$ cat src/rtl/jk_bank_driver.sv
// Command-side driver for an external bank of JK flip-flops: accepts a target word,
// drives hold-biased J/K excitations, verifies Q feedback and re-drives on mismatch.
module jk_bank_driver #(
  parameter int WIDTH     = 4,
  parameter int MAX_RETRY = 1
) (
  input  logic                       Clk_In,
  input  logic                       Reset_In,
  input  logic                       Target_Valid_In,
  output logic                       Target_Ready_Out,
  input  logic [WIDTH-1:0]           Target_Data_In,
  input  logic [WIDTH-1:0]           Q_In,
  output logic [WIDTH-1:0]           J_Out,
  output logic [WIDTH-1:0]           K_Out,
  output logic                       Done_Out,
  output logic                       Error_Out,
  output logic [$clog2(WIDTH+1)-1:0] Changed_Count_Out,
  output logic [7:0]                 Error_Count_Out
);

  localparam int CW = $clog2(WIDTH + 1);
  localparam int RW = 3;

  typedef enum logic [1:0] {
    IDLE  = 2'd0,
    DRIVE = 2'd1,
    CHECK = 2'd2
  } state_t;

  state_t           state;
  logic [WIDTH-1:0] target;
  logic [RW-1:0]    retry_left;

  function automatic logic [CW-1:0] popcount(input logic [WIDTH-1:0] v);
    logic [CW-1:0] cnt;
    cnt = '0;
    for (int i = 0; i < WIDTH; i++) begin
      cnt = cnt + CW'(v[i]);
    end
    return cnt;
  endfunction

  // Hold-biased excitation: only bits that must change get J or K, never both.
  function automatic logic [WIDTH-1:0] set_mask(input logic [WIDTH-1:0] q,
                                                input logic [WIDTH-1:0] t);
    return ~q & t;
  endfunction

  function automatic logic [WIDTH-1:0] clr_mask(input logic [WIDTH-1:0] q,
                                                input logic [WIDTH-1:0] t);
    return q & ~t;
  endfunction

  // NOTE: every register below is assigned with <= so all updates take the
  // pre-edge values; blocking here would let later statements see new state.
  always_ff @(posedge Clk_In) begin
    if (Reset_In) begin
      state             <= IDLE;
      Target_Ready_Out  <= 1'b1;
      J_Out             <= '0;
      K_Out             <= '0;
      Done_Out          <= 1'b0;
      Error_Out         <= 1'b0;
      Changed_Count_Out <= '0;
      Error_Count_Out   <= '0;
      target            <= '0;
      retry_left        <= '0;
    end else begin
      Done_Out  <= 1'b0;
      Error_Out <= 1'b0;
      case (state)
        IDLE: begin
          J_Out <= '0;
          K_Out <= '0;
          if (Target_Valid_In && Target_Ready_Out) begin
            target            <= Target_Data_In;
            J_Out             <= set_mask(Q_In, Target_Data_In);
            K_Out             <= clr_mask(Q_In, Target_Data_In);
            Changed_Count_Out <= popcount(Q_In ^ Target_Data_In);
            retry_left        <= RW'(MAX_RETRY);
            Target_Ready_Out  <= 1'b0;
            state             <= DRIVE;
          end
        end

        // The bank samples J/K on this edge; release them so it holds afterwards.
        DRIVE: begin
          J_Out <= '0;
          K_Out <= '0;
          state <= CHECK;
        end

        CHECK: begin
          J_Out <= '0;
          K_Out <= '0;
          if (Q_In == target) begin
            Done_Out         <= 1'b1;
            Target_Ready_Out <= 1'b1;
            state            <= IDLE;
          end else if (retry_left != '0) begin
            retry_left <= retry_left - 1'b1;
            J_Out      <= set_mask(Q_In, target);
            K_Out      <= clr_mask(Q_In, target);
            state      <= DRIVE;
          end else begin
            Done_Out         <= 1'b1;
            Error_Out        <= 1'b1;
            Target_Ready_Out <= 1'b1;
            if (Error_Count_Out != 8'hFF) begin
              Error_Count_Out <= Error_Count_Out + 8'd1;
            end
            state <= IDLE;
          end
        end

        default: begin
          J_Out            <= '0;
          K_Out            <= '0;
          Target_Ready_Out <= 1'b1;
          state            <= IDLE;
        end
      endcase
    end
  end

endmodule
$ cat config.mk
export PLATFORM = sky130hd
export DESIGN_NAME = jk_bank_driver
export DESIGN_NICKNAME = d
export VERILOG_FILES = /design/src/rtl/jk_bank_driver.sv
export SDC_FILE = /design/constraint.sdc
export NUM_CORES = 1
export LEC_CHECK = 0
export BUFFER_PORTS_ARGS = -buffer_cell sky130_fd_sc_hd__buf_2
export CAP_MARGIN = 20
export CORE_UTILIZATION = 60
export CTS_BUF_LIST = sky130_fd_sc_hd__clkbuf_8
export DETAILED_ROUTE_END_ITERATION = 16
export GPL_TIMING_DRIVEN = 0
export PLACE_DENSITY = 0.87
export SLEW_MARGIN = 10
export SYNTH_ARGS = -nofsm -noshare
export SYNTH_HDL_FRONTEND = slang
export SYNTH_SLANG_ARGS = --single-unit
$ cat constraint.sdc
create_clock -name Clk_In -period 4.6 [get_ports Clk_In]
set_input_delay 0.92 -clock Clk_In [delete_from_list [all_inputs] [get_ports Clk_In]]
set_output_delay 0.92 -clock Clk_In [all_outputs]
set_load 0.05 [all_outputs]
# After elaboration in Yosys (flattened, before gate mapping)
# Index checks and enable logic that the tools add are counted.
# classes
reduce_logical,10
eq_ne,8
addsub,5
mux,22
bitwise,12
# ops
operator,count
$mux W4,6
$and A4 B4 Y4,4
$pmux W4 S2,2
$not A4 Y4,3
$mux W3,3
$add A8 B1 Y8 const B,1
$ne A8 B8 Y1 const B,1
$reduce_and A4 Y1,2
$mux W1,7
$ne A2 B2 Y1 const B,3
$pmux W2 S3,1
$pmux W3 S2,1
$eq A4 B4 Y1,1
$not A1 Y1,4
$xor A4 B4 Y4,1
$add A2 B1 Y3,1
$add A3 B1 Y3,1
$ne A3 B3 Y1 const B,1
$pmux W1 S3,1
$reduce_and A3 Y1,1
$reduce_bool A3 Y1,1
$reduce_or A3 Y1,1
$sub A3 B1 Y3 const B,1
$add A1 B1 Y2,1
other kinds (8),8
# word_totals
register_bits,31
out_inout_bits,22

# Longest topological paths before layout
# depth
ltp_word,5
ltp_mapped,8

# Worst setup path after synthesis
# No wires, ideal clock.
# synth_path
path_type,input to register
start,input Target_Data_In[0]
end,register Changed_Count_Out[1]
required_ps,4468
arrival_ps,2266
setup_ps,132
slack_ps,2202
path_buffers,0
path_stages,8
path_cell_list,inv_1 ha_1 inv_1 fa_1 ha_1 ha_1 nand2_1 a21oi_1
# synth_via
elab_chain_len,4
# synth_lines
element,line,source
from (decl),11,"input logic [WIDTH-1:0] Target_Data_In,"
$xor A4 B4 Y4,79,Changed_Count_Out <= popcount(Q_In ^ Target_Data_In);
$add A1 B1 Y2,38,cnt = cnt + CW'(v[i]);
$add A2 B1 Y3,38,
$add A3 B1 Y3,38,
to (signal assigned),79,
to (decl),17,"output logic [$clog2(WIDTH+1)-1:0] Changed_Count_Out,"
# Every way passes these cells.
# A chain may end at the register's enable or synchronous reset.

# Worst setup path after layout
# layout_path
start,input Q_In[2]
end,register J_Out[1]
# layout_via
elab_chain_len,3
# layout_lines
element,line,source
from (decl),12,"input logic [WIDTH-1:0] Q_In,"
$eq A4 B4 Y1,96,if (Q_In == target) begin
$mux W4,96,
$pmux W4 S2,71,case (state)
to (signal assigned),77,"J_Out <= set_mask(Q_In, Target_Data_In);"
to (signal assigned),102,"J_Out <= set_mask(Q_In, target);"
to (decl),13,"output logic [WIDTH-1:0] J_Out,"
# Every way passes these cells.

==> results.ini <==
[run_status]
status=finished, final reports clean

[logic_synthesis]
syn_inst=172
syn_avg_cell_area_um2=9.06
synth_enable_flop_cells=0
synth_top_area_cell=dfxtp_1
yosys-top-cells-area=dfxtp_1 40%, ha_1 17%, nand2_1 4.6%
async_flop_share_pct=0
synthTopCellsByCount=31 x dfxtp_1, 21 x ha_1, 19 x nand2_1
synth_cell_type_count=35
synth_fp_nets=205
synth.top_cell.area_share_pct=39.8
synth-xor-area-share_pct=2.25
synth_compound_area_share_pct=13.0
synth.most_common_cell=dfxtp_1
muxShareOfSynthArea_pct=1.36
synth_seq_cells=31
yosys.area_share.simple_pct=19.3
ys_warn_count=0
yosysSeqAreaShare_pct=39.8
synthAdderAreaFrac_pct=18.1
synthFlopType=dfxtp_1
syn-cell-area_um2=1560
synth_top_family_by_area=simple AND/OR/NAND/NOR gates

[floorplanning]
start_util_pct=63.5
ios=33
std_cell_rows=18
die_h_um=53.0
core_um2=2450
die_w_um=53.0
dieArea_um2=2810

[timing]
max_slew_margin_pct=57.2
min_period_ns=2.43
setup_tns_ns=0
slew_violations=0
setup_viol=0
finalClockSkew_ns=0.00170
fin_crit_sh_pct=52.8
finalHoldViolCount=0
rsz0062_at_grt=false
final.setup.worst_slack_ns=2.17
tightest_slew_ns=0.639
max_freq_mhz=412

[global_routing]
antenna_found_initial=0
use_met2_pct=47.9
grt_max_degree=11
grt_pass1_wl_um=5400
overflow=0
use_met1_pct=30.2
globalRouteMet3Util_pct=8.05
grt_pass1_vias=1274
grt_usage_pct=27.6
grt_busiest_layer=met2

[power]
power_density_nw_per_um2=330
ir_worst_vdd_uv=335
leakagePower_nw=0.877

[cts]
postCtsHoldBufs=0
numCtsBuffers=5
cts-root-buf=clkbuf_8
cts_tree=done
cts_max_level=2
clk_pin_slew_ns=0.06
cts.repair.resized=0
cts.sinks=31
clkLatencyLatePin_ns=0.28
cts_setup_buffers=0
clk_path_buf_depth=2

[place]
portBuffers=32
routabilityCongestion=0.770
dpl.hpwl_um=2450
placed_cells=234
place_ws_ns=1.92

[worst_setup_path]
worst-path-buf-inv=3
crit_chain=buf_2 -> inv_1 -> ha_1 -> nand4_1 -> and3_1 -> buf_2 -> a22oi_1 -> nor2_1
worstPathRequired_ns=4.76
setup.worst_path.class=in -> reg
end_kind=flop
r2r_cells=6
arrival_ns=2.59
critPathTopFamily=simple AND/OR/NAND/NOR gates
path_depth=8
start_kind=input port
crit_path_top_delay_cell=and3_1
critPathMaxFanout=10
cp_slowest_stage_delay_ns=0.37
cpMostUsedCell=buf_2

[layout]
layout-drive-gt1-share_pct=22.3
diodes=0
fin_nets=244
synthToLayoutAreaGrowth_pct=18.3
layout.cells.non_filler=241

[drt]
drc=0
via_count=1324
first_pass_iters=4
first_iter_violations=31
wl_per_cell_um=13.7
wl_um=3290
ant_nets=0
viasPerCell=5.49

[worst_hold_path]
worstHoldPathCells=2
hold_path_class=reg -> reg

[job]
max-cap-violations=0

registers in the layout, indices dropped and copies added (netlist names), 2 cells and up:
signal,count
Changed_Count_Out,3
retry_left,3
J_Out,4
target,4
K_Out,4
Error_Count_Out,8
state,2
worst register-to-register path: stages (launching register included):
cell     delay, ns
dfxtp_1       0.33
ha_1          0.31
nand4_1       0.35
and3_1        0.37
buf_2         0.20
a22oi_1       0.20
nor2_1        0.06
per-layer routing:
metal | wire, µm | vias up | part of all wire, %
met4 | 58 | 0 | 1.8
met3 | 120 | 6 | 3.6
met1 | 1500 | 631 | 46
met5 | 0 | - | 0
met2 | 1610 | 28 | 49
li1 | - | 659 | -
area by class of cell:
| type | instances | area [µm²] |
|---|---|---|
| well taps | 30 | 37.5 |
| plain buffers | 6 | 27.5 |
| fillers | 180 | 611 |
| flip-flops and latches | 31 | 621 |
| inverters | 18 | 67.6 |
| repair buffers | 32 | 160 |
| multi-input cells | 117 | 843 |
| clock buffers | 6 | 82.6 |
| clock inverters | 1 | 5.00 |
metrics by stage:
| stage | power, mW | hold WS [ns] | cell area (µm²) | utilization, % |
|---|---|---|---|---|
| floorplan | 0.367 | 0.443 | 1560 | - |
| finish | 0.609 | 0.475 | 1840 | 75.1 |
| global route | 0.635 | 0.505 | 1840 | 75.1 |
| global placement | 0.392 | 0.444 | 1760 | 71.6 |
| CTS | 0.611 | 0.481 | 1840 | 75.1 |
| detailed placement | 0.399 | 0.468 | 1760 | 71.6 |
power by group:
part / switching (mW) / total, mW / internal, mW
registers: 0.00839 / 0.288 / 0.280
clock network: 0.0980 / 0.215 / 0.117
logic: 0.0706 / 0.105 / 0.0348
cells in the final DEF (no fill, tap or decap), types with 2 or more instances in the layout:
cell	count
a21oi_1	12
a22oi_1	8
and3_1	3
buf_1	2
buf_2	33
clkbuf_1	2
clkbuf_8	6
dfxtp_1	31
ha_1	21
inv_1	18
nand2_1	19
nand2b_1	2
nand3_1	3
nand4_1	3
nor2_1	17
nor3_1	3
o21ai_0	3
or3_1	3
xor2_1	4
cells by family (layout without fill, tap and decap cells):
logic type | count (synthesis) | in the layout
mux | 2 | 2
buf+inv | 24 | 63
flops | 31 | 31
fa+ha+maj | 22 | 22
xor+xnor | 4 | 4
simple gates | 60 | 60
compound gates | 29 | 29
final timing paths:
path	startpoint	end	slack [ns]
max reg2reg	target[2]$_SDFFE_PP0P_	J_Out[1]$_SDFF_PP0_	2.66
min	Changed_Count_Out[2]$_SDFFE_PP0P_	Changed_Count_Out[2]$_SDFFE_PP0P_	0.48
max	Q_In[2]	J_Out[1]$_SDFF_PP0_	2.17
min reg2reg	Changed_Count_Out[2]$_SDFFE_PP0P_	Changed_Count_Out[2]$_SDFFE_PP0P_	0.48
No activity file was read; power rests on OpenSTA's default activity.
